==> config.mk <==
export PLATFORM = sky130hd
export DESIGN_NAME = exc_ctrl
export DESIGN_NICKNAME = d
export VERILOG_FILES = /design/src/rtl/exc_ctrl.sv
export SDC_FILE = /design/constraint.sdc
export NUM_CORES = 1
export LEC_CHECK = 0
export ABC_AREA = 1
export CAP_MARGIN = 20
export CORE_UTILIZATION = 40
export CTS_CLUSTER_SIZE = 20
export DETAILED_ROUTE_END_ITERATION = 16
export PLACE_DENSITY = 0.81
export SLEW_MARGIN = 10
export SYNTH_ARGS = -nofsm -noshare
export SYNTH_HDL_FRONTEND = slang
export SYNTH_SLANG_ARGS = --single-unit
export TNS_END_PERCENT = 50
==> constraint.sdc <==
create_clock -name clk -period 1.9 [get_ports clk]
set_input_delay 0.475 -clock clk [delete_from_list [all_inputs] [get_ports clk]]
set_output_delay 0.475 -clock clk [all_outputs]
set_load 0.02 [all_outputs]
==> src/rtl/exc_ctrl.sv <==
`default_nettype none
// ============================================================================
// Module   : exc_ctrl
// Brief    : CP0 exception/interrupt controller (SR, Cause, EPC) for the
//            M stage. Optional macro EXC_CTRL_BD_EN enables delay-slot support.
// Revision : 1.0 - initial release
// ============================================================================
module exc_ctrl (
    input  logic        clk,
    input  logic        reset,
    input  logic [4:0]  M_ExcCode,
    input  logic [31:0] M_PC,
    input  logic        M_BD,
    input  logic        M_eret,
    input  logic [5:0]  HWInt,
    input  logic        CP0_we,
    input  logic [4:0]  CP0_addr,
    input  logic [31:0] CP0_wdata,
    output logic [31:0] CP0_rdata,
    output logic        Req,
    output logic [31:0] EPC,
    output logic        EXL
);

    localparam logic [4:0] c_ADDR_SR    = 5'd12;
    localparam logic [4:0] c_ADDR_CAUSE = 5'd13;
    localparam logic [4:0] c_ADDR_EPC   = 5'd14;

    typedef enum logic [0:0] {
        ST_RUN   = 1'b0,
        ST_SERVE = 1'b1
    } state_t;

    state_t      r_state;
    state_t      w_state_nxt;

    logic [5:0]  r_im;
    logic        r_ie;
    logic [5:0]  r_ip;
    logic [4:0]  r_exc;
    logic        r_bd;
    logic [31:0] r_epc;

    logic        w_run;
    logic        w_int_req;
    logic        w_exc_req;
    logic        w_wr_sr;
    logic        w_wr_epc;
    logic [31:0] w_pc_aligned;
    logic [31:0] w_trap_epc;
    logic        w_trap_bd;

    assign w_run        = (r_state == ST_RUN);
    // Interrupt detection uses the live lines so the trap is taken this cycle.
    assign w_int_req    = (|(HWInt & r_im)) & r_ie & w_run;
    assign w_exc_req    = (M_ExcCode != 5'd0) & w_run;
    assign Req          = w_int_req | w_exc_req;
    assign EXL          = (r_state == ST_SERVE);
    assign EPC          = r_epc;

    // A trap in the same cycle always wins over an mtc0.
    assign w_wr_sr      = CP0_we & ~Req & (CP0_addr == c_ADDR_SR);
    assign w_wr_epc     = CP0_we & ~Req & (CP0_addr == c_ADDR_EPC);

    assign w_pc_aligned = {M_PC[31:2], 2'b00};

`ifdef EXC_CTRL_BD_EN
    logic w_unused_pc_lsb;
    assign w_unused_pc_lsb = ^M_PC[1:0];
    assign w_trap_epc      = M_BD ? (w_pc_aligned - 32'd4) : w_pc_aligned;
    assign w_trap_bd       = M_BD;
`else
    logic w_unused_bits;
    assign w_unused_bits   = ^{M_BD, M_PC[1:0]};
    assign w_trap_epc      = w_pc_aligned;
    assign w_trap_bd       = 1'b0;
`endif

    always_ff @(posedge clk) begin
        if (!reset) begin
            r_state <= ST_RUN;
        end else begin
            r_state <= w_state_nxt;
        end
    end

    always_comb begin
        w_state_nxt = r_state;
        case (r_state)
            ST_RUN: begin
                if (Req) begin
                    w_state_nxt = ST_SERVE;
                end
            end
            ST_SERVE: begin
                if (M_eret) begin
                    w_state_nxt = ST_RUN;
                end
            end
            default: begin
                w_state_nxt = ST_RUN;
            end
        endcase
    end

    always_ff @(posedge clk) begin
        if (!reset) begin
            r_im  <= 6'd0;
            r_ie  <= 1'b0;
            r_ip  <= 6'd0;
            r_exc <= 5'd0;
            r_bd  <= 1'b0;
            r_epc <= 32'd0;
        end else begin
            r_ip <= HWInt;
            if (Req) begin
                r_epc <= w_trap_epc;
                r_exc <= w_int_req ? 5'd0 : M_ExcCode;
                r_bd  <= w_trap_bd;
            end else if (w_wr_epc) begin
                r_epc <= CP0_wdata;
            end
            if (w_wr_sr) begin
                r_im <= CP0_wdata[15:10];
                r_ie <= CP0_wdata[0];
            end
        end
    end

    always_comb begin
        CP0_rdata = 32'd0;
        case (CP0_addr)
            c_ADDR_SR:    CP0_rdata = {16'd0, r_im, 8'd0, EXL, r_ie};
            c_ADDR_CAUSE: CP0_rdata = {r_bd, 15'd0, r_ip, 3'd0, r_exc, 2'd0};
            c_ADDR_EPC:   CP0_rdata = r_epc;
            default:      CP0_rdata = 32'd0;
        endcase
    end

endmodule
`default_nettype wire
After elaboration in Yosys (flattened, before gate mapping):

Index checks and enable logic that the tools add are counted.

* register bits after elaboration: 51
* bits of input ports: 85

* reduce and logical (&&, ||, !) cells: 4
* eq/ne operators: 3
* multiplexer cells: 7
* bitwise gates (word level): 11

Operator list (number)
* 32-bit case mux with 3 select lines: 1
* 32-bit two-way mux: 2
* 5-bit by 4-bit equality test with 1-bit output (second input constant): 3
* 1-bit AND: 6
* 6-bit AND: 1
* 6-bit OR reduction: 1
* 5-bit two-way mux: 1
* 5-bit nonzero test: 1
* 1-bit NOT: 3
* 1-bit two-way mux: 2
* 1-bit case mux with 2 select lines: 1
* 2-bit nonzero test: 1
* 2-bit OR reduction: 1
* 1-bit bitwise OR: 1

Longest topological paths before layout:

Gate-level depths: netlist (run 1).

* depth after elaboration: 10
* mapped depth: 11
* gate-level depth less buffers: 10

Worst setup path after synthesis (run 1):

OpenSTA, ideal clock, no wires.

* path type: in2out
* start point: input CP0_addr[3]
* end point: output CP0_rdata[18]
* cell stages on the path: 6
* buffers on the path: 2
* path slack: -47 ps
* arrival time: 1472 ps
* cell sequence: nand2_1 > nor2_1 > nand2_1 > clkbuf_1 > clkbuf_1 > nor2_1

* word-level cells in the longest chain between the ends: 2

RTL lines
* start, declared: line 17 `input logic [4:0] CP0_addr,`
* 5-bit by 4-bit equality test with 1-bit output: line 132 `case (CP0_addr)`
* 32-bit case mux with 3 select lines *: line 132
* end, declared: line 19 `output logic [31:0] CP0_rdata,`

Mark *: on every way between the ends. The rest lies on a longest branch, timed or not.

Worst setup path after layout (run 1):

* start point: input CP0_addr[3]
* end point: output CP0_rdata[5]

The elaborated chain is that of the path after synthesis.

==> summary.md, run 1 <==
| Metric | Value |
|---|---|
| Metal3 WL | 743 µm |
| RSZ-0062 raised after global routing | yes |
| Largest net degree at the start of global routing | 34 |
| Routed wire per std cell | 14.85 µm |
| Starting DRT DRC Count | 168 |
| Worst Skew | 0.01171 ns |
| Tcrit/Tclk final | 1.001 |
| Final GP Congestion | 0.8373 |
| Worst r2r path cells | 11 |
| CTS tree | done |
| Clock Pin Slew Worst Setup and Hold Paths | 0.09 ns |
| Detailed Routing Iterations Pass 1 | 5 |
| Critical Path Fanout Max | 8 |
| Finished layout cell area | 0.004791 mm² |
| Highest metal layer with signal wires | met4 |
| Initial antenna violation count | 0 |
| Fmax achieved | 525.7 MHz |
| Met1 Routed Length | 4193 µm |
| Synth cell types | 23 |
| #FFs+latches synth | 51 |
| Clock sinks | 51 |
| HP Class | flip-flop to flip-flop |
| Final min period | 1.902 ns |
| Slew @ Worst Pin | 0.3659 ns |
| CTS Buffer Depth | 2 |
| Final Core Density | 0.6975 |
| Std cell rows | 30 |
| Fillers | 591 |
| First-pass GRT wire length | 15790 µm |
| DR vias/cell | 5.095 |
| Worst setup path class | primary input to primary output |
| Syn nets | 520 |
| Critical Path AT | 1.43 ns |
| Power per cell area | 522.5 mW/mm² |
| Post-synthesis sequential area ratio | 0.3568 |
| Area grow syn2layout | 67.42% |
| Fin. max-slew vios | 0 |
| Worst IR drop on VDD | 363.8 µV |
| DRC violations left | 0 |
| Lkg Pwr | 2.320 nW |
| Routed wl met2 | 5271 µm |
| Final hold slack | 0.4688 ns |
| Final wirelength | 10370 µm |
| CP startpoint kind | primary input |
| GRT Residual Overflow | 0 |
| Worst-skew pair later-pin latency | 0.29 ns |
| Hold Crit Depth | 2 |
| Vias in the first global route | 3279 |
| Synth top area share | 0.3568 |
| Die area | 0.007496 mm² |
| WP data required | 1.42 ns |
| Endpoint type of the worst setup path | primary output |
| Final HPWL DP | 6968 µm |
| Port Buffers | 147 |
| Root buffer cell | clkbuf_8 |
| TritonCTS buffer count | 5 |
| Syn_area_per_cell | 6.578 µm² |
| GRT Util Overall | 0.2667 |
| Die height | 86.58 µm |
| Initial Util | 0.4166 |
| Die W | 86.58 µm |
| Core area | 0.006869 mm² |
| # IOs | 151 |
| Htree depth | 2 |
| Max-cap violations | 0 |
| Final Hold Viols | 0 |
| Area leader, netlist | dfxtp_1 |
| Ant diodes | 0 |
| Syn Std Cell Area | 0.002861 mm² |
| Final nets | 686 |
| Slew margin rel. | 0.7561 |
| Worst setup margin | -0.002193 ns |
| Gate Count Post-Synth | 435 |
| Status | complete, but fails checks |
| Final setup vio count | 1 |
| Synth warn | 0 |
| Largest cells by area after synthesis | dfxtp_1 (36%), nand2_1 (17%), o2111ai_1 (9.2%) |
| Fraction of layout cells with a size suffix above 1 | 0.1894 |
| Failing checks | negative setup slack |
| Post-DRT Antenna Nets | 0 |
| Vias | 3556 |
| Placed Area | 0.004571 mm² |
[report_power, final]
group,switching (W),internal [W],leakage [nW]
logic,0.000349,0.000366,1.86
registers,0.0000483,0.00113,0.421
clock network,0.000349,0.000258,0.0412
[layout make-up]
| class | instances | area, µm² | area share |
|---|---|---|---|
| Sequential cell | 51 | 1021 | 0.2131 |
| Multi-Input combinational cell | 284 | 1490 | 0.3110 |
| Clock buffer | 6 | 72.57 | 0.01515 |
| Clock inverter | 2 | 12.51 | 0.002612 |
| Tap cell | 96 | 120.1 | 0.02507 |
| Timing Repair Buffer | 192 | 1815 | 0.3790 |
| Inverter | 67 | 259.0 | 0.05406 |
[synth_stat cells]
library cell,instances
nand2_1,126
inv_1,64
dfxtp_1,51
nand3_1,38
nor2_1,32
nand4_1,30
o2111ai_1,30
clkbuf_1,20
a21oi_1,12
buf_2,9
a22o_1,5
o21ai_0,4
buf_6,3
nor3_1,2
a21boi_1,1
a21oi_4,1
buf_1,1
clkinv_1,1
clkinv_4,1
inv_2,1
nand2_2,1
nand2_4,1
nand3_4,1
[worst paths after layout]
path / start / end / slack [ns]
setup / recovery: CP0_addr[3] / CP0_rdata[5] / -0.002
hold / removal: r_exc[1] / r_exc[1] / 0.47
setup reg to reg: r_im[3] / r_im[0] / 0.18
hold reg to reg: r_exc[1] / r_exc[1] / 0.47
[critical path, stage by stage]
cell     delay, ns
buf_6         0.10
nand2_4       0.08
nor2_4        0.05
nand2_2       0.08
inv_4         0.04
buf_12        0.12
buf_8         0.14
a22o_1        0.22
buf_6         0.13
[registers in the layout, summed over array words and instances, names as in the netlist]
register,flops
r_ip,6
r_im,6
EXL,1
r_exc,5
EPC,32
r_ie,1
[through the flow]
| step | std cells | TNS [ns] | setup WS [ns] | total power, W |
|---|---|---|---|---|
| 3_3_place_gp | 674 | -35.38 | -0.7965 | 0.001880 |
| 6_report | 698 | -0.002193 | -0.002193 | 0.002503 |
| 4_1_cts | 694 | -0.02453 | -0.02264 | 0.002495 |
| 2_1_floorplan | 435 | -0.3518 | -0.03236 | 0.001512 |
| 5_1_grt | 698 | -0.1210 | -0.02728 | 0.002612 |
| 3_5_place_dp | 674 | -38.87 | -0.9059 | 0.001892 |
[cells in the final DEF (no fill, tap or decap), types with 2 or more instances in the layout]
cell type / instances
nand3_2: 2
o21ai_0: 2
buf_6: 17
nor2_2: 4
nand2_4: 2
nor2_1: 27
dlygate4sd2_1: 6
a21oi_1: 11
dfxtp_1: 51
buf_2: 20
nand3_1: 36
buf_12: 5
a22o_1: 5
dlymetal6s2s_1: 4
clkdlybuf4s50_1: 99
clkbuf_8: 5
nand2_2: 5
buf_4: 38
o2111ai_1: 30
inv_1: 62
nand2_1: 121
buf_8: 3
inv_2: 3
nand4_1: 30
[what timing repair did]
action | 4_1_cts | 5_1_grt
gates cloned | 1 | 0
pin swaps | 9 | 10
setup buffers | 11 | 6
hold buffers | 0 | 0
resized for setup | 193 | 33
setup endpoints to repair | 52 | 65
[per-layer routing]
layer  vias to the layer above  global-route usage
li1                       1769                   -
met1                      1598              0.3331
met2                       171              0.4791
met3                        18             0.04476
met4                         0             0.06061
met5                         -                   0
[kinds of logic (layout without fill, tap and decap cells)]
logic type | count (synthesis) | in the layout | synth area share
AND/OR/NAND/NOR | 231 | 231 | 0.3551
AO/OA/AOI/OAI | 53 | 53 | 0.1434
flip-flops | 51 | 51 | 0.3568
buffers and inverters | 100 | 267 | 0.1447
Note: power is estimated with default switching activity, not from simulation.
==> inputs of run 2 (changes only) <==
Settings changed: CTS_BUF_LIST set to sky130_fd_sc_hd__clkbuf_4 sky130_fd_sc_hd__clkbuf_8 sky130_fd_sc_hd__clkbuf_16.
==> summary.md, run 2 (same netlist as run 1, synthesis figures left out) <==
| Metric | Value |
|---|---|
| Status | complete, but fails checks (unchanged) |
| Failing checks | negative setup slack (unchanged) |
| Worst-skew pair later-pin latency | 0.29 ns (about the same) |
| Cell mode on critical path | buf_6 (unchanged) |
| CTS tree | done (unchanged) |
| HP Class | flip-flop to flip-flop (unchanged) |
| Max stage delay cell, worst path | a22o_1 (unchanged) |
| Die height | 86.58 µm (unchanged) |
| Layer with the highest usage | met2 (unchanged) |
| GRT Util Overall | 0.2667 (unchanged) |
| TritonCTS buffer count | 5 (unchanged) |
| Worst setup margin | -0.00009248 ns (was -0.002193 ns) |
| Met1 Usage GRT | 0.3331 (unchanged) |
| Placed insts | 674 (unchanged) |
| Std cell rows | 30 (unchanged) |
| Final Core Density | 0.6980 (was 0.6975) |
| Final GP Congestion | 0.8373 (unchanged) |
| Detailed Routing Iterations Pass 1 | 5 (unchanged) |
| Htree depth | 2 (unchanged) |
| Worst path cell trace | buf_6 -> nand2_4 -> nor2_4 -> nand2_2 -> inv_4 -> buf_12 -> buf_8 -> a22o_1 -> buf_6 (unchanged) |
| Max-cap violations | 0 (unchanged) |
| Grt met3 use | 0.04476 (unchanged) |
| Critical Path Fanout Max | 8 (unchanged) |
| Fmax achieved | 526.3 MHz (was 525.7 MHz) |
| Post-DRT Antenna Nets | 0 (unchanged) |
| Starting DRT DRC Count | 181 (was 168) |
| Port Buffers | 147 (unchanged) |
| Routed wire per std cell | 14.85 µm (about the same) |
| Endpoint type of the worst setup path | primary output (unchanged) |
| Finished Layout Cells | 698 (unchanged) |
| Fraction of layout cells with a size suffix above 1 | 0.1910 (was 0.1894) |
| Die W | 86.58 µm (unchanged) |
| GRT Residual Overflow | 0 (unchanged) |
| Final setup vio count | 1 (unchanged) |
| CP max stage delay | 0.22 ns (about the same) |
| Met2 usage | 0.4791 (unchanged) |
| Final HPWL DP | 6968 µm (unchanged) |
| Die area | 0.007496 mm² (unchanged) |
| Initial Util | 0.4166 (unchanged) |
| Max reg flops | 32 (unchanged) |
| Slew @ Worst Pin | 0.3687 ns (was 0.3659 ns) |
| First-pass GRT wire length | 15790 µm (unchanged) |
| Final nets | 686 (unchanged) |
| Final wirelength | 10370 µm (about the same) |
| Clock Pin Slew Worst Setup and Hold Paths | 0.09 ns (about the same) |
| CP startpoint kind | primary input (unchanged) |
| WP data required | 1.42 ns (about the same) |
| Power per cell area | 524.6 mW/mm² (was 522.5 mW/mm²) |
| Final min period | 1.900 ns (was 1.902 ns) |
| Area grow syn2layout | 67.56% (was 67.42%) |
| Initial antenna violation count | 0 (unchanged) |
| Core area | 0.006869 mm² (unchanged) |
| Critical Path AT | 1.43 ns (about the same) |
| Clock sinks | 51 (unchanged) |
| DRC violations left | 0 (unchanged) |
| Final Hold Viols | 0 (unchanged) |
| Worst IR drop on VDD | 362.7 µV (was 363.8 µV) |
| Commonest non-fill, non-tap cell in the layout | nand2_1 (unchanged) |
| DR vias/cell | 5.083 (was 5.095) |
| Most frequent cells in the layout | nand2_1 (121), clkdlybuf4s50_1 (99), inv_1 (62) (unchanged) |
| Tcrit/Tclk final | 1.000 (was 1.001) |
| Worst setup path class | primary input to primary output (unchanged) |
| Setup slack at placement | -0.9059 ns (unchanged) |
| Root buffer cell | clkbuf_8 (unchanged) |
| RSZ-0062 raised after global routing | yes (unchanged) |
| Ant diodes | 0 (unchanged) |
| Largest net degree at the start of global routing | 34 (unchanged) |
| Slew margin rel. | 0.7542 (was 0.7561) |
| CTS Buffer Depth | 2 (unchanged) |
| Worst Skew | 0.01099 ns (was 0.01171 ns) |
| Lkg Pwr | 2.324 nW (was 2.320 nW) |
| # IOs | 151 (unchanged) |
| Vias in the first global route | 3279 (unchanged) |
| Fin. max-slew vios | 0 (unchanged) |
| Vias | 3548 (was 3556) |
-- run 2: power by group --
group / internal (W) / leakage [nW] / switching (W)
Sequential: 0.00113 / 0.421 / 0.0000481
Clock: 0.000273 / 0.0446 / 0.000348
Combinational: 0.000366 / 1.86 / 0.000349
Total: 0.00177 / 2.32 / 0.000744
-- run 2: worst paths after layout --
check / depth (start not counted) / to / start / slack [ns]
max reg2reg: 11 / r_im[4] / r_im[3] / 0.19
min: 2 / r_exc[1] / r_exc[1] / 0.47
min reg2reg: 2 / r_exc[1] / r_exc[1] / 0.47
max: 9 / CP0_rdata[5] / CP0_addr[3] / -0.00009
-- run 2: metal layers --
metal  up-vias  part of all wire
li1       1770                 -
met1      1580              0.40
met2       171              0.50
met3        27             0.078
met4         0             0.021
met5         -                 0
-- run 2: stage by stage --
step                area (µm²)  hold slack [ns]  setup TNS, ns  power (W)
floorplan                 2868           0.4411        -0.3518   0.001512
global placement          4571           0.4578         -35.38   0.001880
detailed placement        4571           0.4589         -38.87   0.001892
CTS                       4676           0.4724       -0.02453   0.002510
global route              4795           0.4825        -0.1210   0.002626
finish                    4795           0.4704    -0.00009248   0.002515
-- run 2: critical path: cells and delay by family --
kind	cells	cell delay, ns
buf+inv	5	0.52
simple gates	3	0.21
compound gates	1	0.22
-- run 2: area by class of cell --
class                   instances  area, µm²
fillers                       591       2074
repair buffers                192       1815
multi-input cells             284       1490
flip-flops and latches         51       1021
inverters                      67      259.0
well taps                      96      120.1
clock buffers                   6      76.32
clock inverters                 2      12.51
-- run 2: repair_timing --
item	CTS	global route
gates resized for setup	193	33
cloned	1	0
pin swaps	9	10
endpoints found under the setup margin	52	65
setup buffers	11	6
hold buffers	0	0
==> patch 1: new RTL, flow settings as in run 1 <==
Build with the macro `EXC_CTRL_BD_EN` defined.
--- a/src/rtl/exc_ctrl.sv
+++ b/src/rtl/exc_ctrl.sv
@@ -5,6 +5,8 @@
 //            M stage. Optional macro EXC_CTRL_BD_EN enables delay-slot support.
 // Revision : 1.0 - initial release
 // ============================================================================
+`define EXC_CTRL_BD_EN
+
 module exc_ctrl (
     input  logic        clk,
     input  logic        reset,
Formal check against the unedited RTL: not equivalent (a bounded check fails within 4 cycles, from zero or initial values and one cycle with reset low).
==> patch 1 against run 1 <==
Worst hold slack gained 0.0088 ns. Sequential cell count increased by 1. Die area is 27% higher. Final cell count up 39%. Total power increased by 22%. Clock power up 9.9%. Area after synthesis rose by 27%. Sequential share of layout area shrank 4.3 points. Routed wire length up 34%. Via count grew 38%. Design area increased by 28%. First-iteration DRC count shrank 11%. Worst setup slack improved by 0.038 ns. Combinational power increased by 58%. Largest power group unchanged.
==> patch 1: results (changes against run 1) <==
switch share - 33.8% (was 29.8%)
I/O Buffers - 148 (was 147)
DRT iter0 DRCs - 150 (was 168)
reg2reg start - r_im[2] (was r_im[3])
cell with the most instances after synthesis - nand2_1 (unchanged)
min-delay src - r_exc[1] (unchanged)
Worst IR Drop VDD - 302 uV (was 364 uV)
R2R cell count - 12 (was 11)
Netlist cell types - 33 (was 23)
run status - complete, no violations (was finished with violations)
Seq/Total Area, Yosys - 28.6% (was 35.7%)
Clock transition at path regs - 0.09 ns (about the same)
depth of the CTS H-tree - 2 (unchanged)
first-pass GRT wire length - 22.0 mm (was 15.8 mm)
ys async rst share - 0% (unchanged)
Lkg Pwr - 2.99 nW (was 2.32 nW)
vias in the first global route - 4663 (was 3279)
GRT Overall Usage - 28.4% (was 26.7%)
# nets final - 944 (was 686)
largest net degree at the start of global routing - 46 (was 34)
wire per inst - 14.4 um (was 14.9 um)
Synthesized Nets - 728 (was 520)
Worst Path Arrival - 1.39 ns (was 1.43 ns)
layout cells sized above 1 - 22.9% (was 18.9%)
Least-Margin Pin Slew - 0.351 ns (was 0.366 ns)
vias per cell - 5.07 (was 5.09)
R2R Setup Slk - 0.21 ns (was 0.18 ns)
hold worst-path end - r_exc[1] (unchanged)
placed cell area - 5750 um^2 (was 4570 um^2)
Final GP Congestion - 0.949 (was 0.837)
Worst Path Max Fanout - 6 (was 8)
post-DP HPWL - 10.4 mm (was 6.97 mm)
DP Worst Slack - -0.925 ns (was -0.906 ns)
CTS Buf Count - 5 (unchanged)
largest cells by area after synthesis - dfxtp_1, nand2_1, nor2_1, inv_1, nand3_1 (was dfxtp_1, nand2_1, o2111ai_1, inv_1, nand3_1)
skew final - 0.00781 ns (was 0.0117 ns)
Worst R2R End - EPC[22] (was r_im[0])
top post-synthesis cells by count - nand2_1, nor2_1, inv_1 (was nand2_1, inv_1, dfxtp_1)
patch 1: cell count changes after synthesis, sizes merged, moves of 5 or more:
cell,delta
nor2,+112
nand2,+54
clkbuf,-10
o2111ai,-27
o221ai,+6
o21ai,+38
a22o,-5
inv,+30
nand4,-21
nand3,+18
patch 1: worst max path at each step:
| stage | end | cells past startpoint | start | slack (ns) |
|---|---|---|---|---|
| 3_5_place_dp | CP0_rdata[13] | 7 | CP0_addr[3] | -0.92 |
| 2_1_floorplan | CP0_rdata[2] | 5 | CP0_addr[3] | 0.001 |
| 6_report | CP0_rdata[13] | 7 | CP0_addr[2] | 0.04 |
| 4_1_cts | CP0_rdata[1] | 9 | CP0_addr[1] | -0.02 |
| 3_3_place_gp | CP0_rdata[13] | 7 | CP0_addr[3] | -0.79 |
| 5_1_grt | EPC[23] | 9 | M_PC[20] | -0.04 |
patch 1: cell families after synthesis:
logic type      after synthesis  synth area share [%]
buf+inv                     117                  13.2
fa+ha+maj                     1                 0.344
xor+xnor                      2                 0.481
simple gates                398                  45.6
flops                        52                  28.6
compound gates               72                  11.8
patch 1: stage by stage:
step                      hold slack [ns]  cells  utilization (%)
after floorplan                     0.439    642                -
after global placement              0.456    951             65.6
after detailed placement            0.467    951             65.6
after CTS                           0.480    966             67.8
after global routing                0.492    967             69.8
final                               0.478    967             69.8
patch 1: final cells by class:
type	count	area, um^2
fillers	738	2650
flip-flops and latches	52	1040
clock buffers	7	86.3
multi-input cells	473	2380
well taps	108	135
clock inverters	1	7.51
repair buffers	231	2100
inverters	95	362
patch 1: timing repair:
action / in CTS / in global routing
pin swaps: 18 / 13
setup endpoints to repair: 78 / 49
resized for setup: 243 / 61
buffers inserted: 4 / 1
cloned: 3 / 1
patch 1: layer usage:
layer / wire, um / GRT usage (%)
met5: 0 / 0
met3: 917 / 5.11
met1: 5670 / 33.7
met2: 6820 / 50.5
met4: 495 / 10.7
patch 1: critical path, cell delays in order:
cell	delay [ns]
buf_6	0.08
nand2_4	0.06
nor2_4	0.15
nand3_4	0.12
buf_6	0.17
o221ai_4	0.18
buf_6	0.15
patch 1: power by group through the flow:
stage	logic, W	clock network, W	registers (W)
detailed placement	0.00107	0	0.00127
CTS	0.00109	0.000672	0.00125
global placement	0.00106	0	0.00127
finish	0.00113	0.000667	0.00125
global route	0.00122	0.000719	0.00126
floorplan	0.000400	0	0.00135
==> patch 2: new RTL, settings of run 1 <==
Without the edit above. Make the reset (`reset`) asynchronous in 2 clocked blocks.
--- a/src/rtl/exc_ctrl.sv
+++ b/src/rtl/exc_ctrl.sv
@@ -76,7 +76,7 @@
     assign w_trap_bd       = 1'b0;
 `endif
 
-    always_ff @(posedge clk) begin
+    always_ff @(posedge clk or negedge reset) begin
         if (!reset) begin
             r_state <= ST_RUN;
         end else begin
@@ -103,7 +103,7 @@
         endcase
     end
 
-    always_ff @(posedge clk) begin
+    always_ff @(posedge clk or negedge reset) begin
         if (!reset) begin
             r_im  <= 6'd0;
             r_ie  <= 1'b0;
Behaviour: differs if reset is asserted again (counterexample within 4 cycles, from zero or initial values and one cycle with reset low); with reset held inactive, the same outputs for 10 cycles.
==> patch 2 against run 1 <==
First-iteration DRC count decreased by 17%. Area after synthesis rose by 5.5%. Design area is 1.7% higher. Critical path type unchanged. Routed wire length is 0.66% higher. Sequential cell count unchanged. Synthesized cell count is 3.7% lower. Worst setup slack gained 0.0056 ns.
Power is not compared: it rests on default switching activity, and its combinational part moved more than twofold at a synthesized area within 25%.
==> patch 2: results (changes against run 1) <==
Slew headroom - 65.1% (was 75.6%)
layout filler cell count - 666 (was 591)
Hold Path Class - input port to async pin (was flip-flop to flip-flop)
met1 Use GR - 33.2% (was 33.3%)
most common cell after layout, fill and taps aside - nand2_1 (unchanged)
num rows - 31 (was 30)
DRT Wirelength - 10.4 mm (about the same)
storage element area - 1280 um^2 (was 1020 um^2)
Multi-input comb cells - 297 (was 284)
Synthesized Nets - 504 (was 520)
layout cells sized above 1 - 18.4% (was 18.9%)
fraction of area in multi-input gates - 30.3% (was 31.1%)
GR Util met2 - 45.2% (was 47.9%)
run status - complete, no violations (was finished with violations)
Worst Path Max Fanout - 2 (was 8)
CP peak stage delay - 0.43 ns (was 0.22 ns)
met3 WL - 752 um (was 743 um)
vias in the first global route - 3270 (was 3279)
I/O Buffers - 147 (unchanged)
# nets final - 664 (was 686)
largest net degree at the start of global routing - 45 (was 34)
Power, Total - 0.00593 W
reg2reg start - r_im[3] (unchanged)
vias per cell - 5.08 (was 5.09)
first-pass GRT wire length - 15.7 mm (was 15.8 mm)
inverters - 38 (was 67)
Synth Area per Inst - 7.20 um^2 (was 6.58 um^2)
GRT Overall Usage - 26.3% (was 26.7%)
P&R area growth vs syn - 61.5% (was 67.4%)
Final GP Congestion - 0.845 (was 0.837)
skew final - 0.00563 ns (was 0.0117 ns)
WL met2 - 5.22 mm (was 5.27 mm)
dpl cells - 665 (was 674)
Netlist cell types - 22 (was 23)
crit path launch - M_ExcCode[0] (was CP0_addr[3])
post-DP HPWL - 7.31 mm (was 6.97 mm)
clock tree cell share of total cell area - 2.41% (was 1.78%)
placed cell area - 4730 um^2 (was 4570 um^2)
Crit-path slowest cell - clkdlybuf4s50_1 (was a22o_1)
top post-synthesis cells by count - nand2_1, dfrtp_1, inv_1 (was nand2_1, inv_1, dfxtp_1)
bufs w/o clock - 186 (was 192)
wire length on met1 - 4.32 mm (was 4.19 mm)
ys async rst share - 100% (was 0%)
final std cells w/o fill - 679 (was 698)
DRT iter0 DRCs - 139 (was 168)
Seq/Total Area, Yosys - 42.3% (was 35.7%)
Most used DFF post-synth - dfrtp_1 (was dfxtp_1)
R2R cell count - 10 (was 11)
DP Worst Slack - -0.973 ns (was -0.906 ns)
buffering overhead - 35.5% (was 37.9%)
Clock Latency Late Sink - 0.30 ns
==> patch 2: cell count changes in the layout (fill, tap and decap cells not counted), sizes merged, moves of 6 or more <==
cell    change
nand4      -19
inv        -28
dfrtp      +51
nand2      +42
dfxtp      -51
o211ai      +7
nor2        -6
o21ai       +9
a21oi      -12
==> patch 2: cells by family (layout without fill, tap and decap cells) <==
family                 count (synthesis)  in the layout  share of synthesized area, %
and+or+nand+nor                      244            244                          33.7
DFF                                   51             51                          42.3
buffers and inverters                 71            232                          10.3
AOI/OAI and AO/OA                     53             53                          13.7
==> patch 2: final timing paths <==
| check | end | slack [ns] |
|---|---|---|
| setup reg to reg | EPC[31] | 0.15 |
| max in group asynchronous | EPC[4] | 1.21 |
| hold reg to reg | r_ie | 0.51 |
| min in group clk | r_ip[3] | 0.42 |
| setup / recovery | Req | 0.003 |
| hold / removal | r_im[4] | 0.14 |
==> patch 2: repair_timing <==
item	CTS	global route
setup buffers	3	1
pin swaps	13	7
endpoints found under the setup margin	72	56
cloned	2	0
resized for setup	200	21
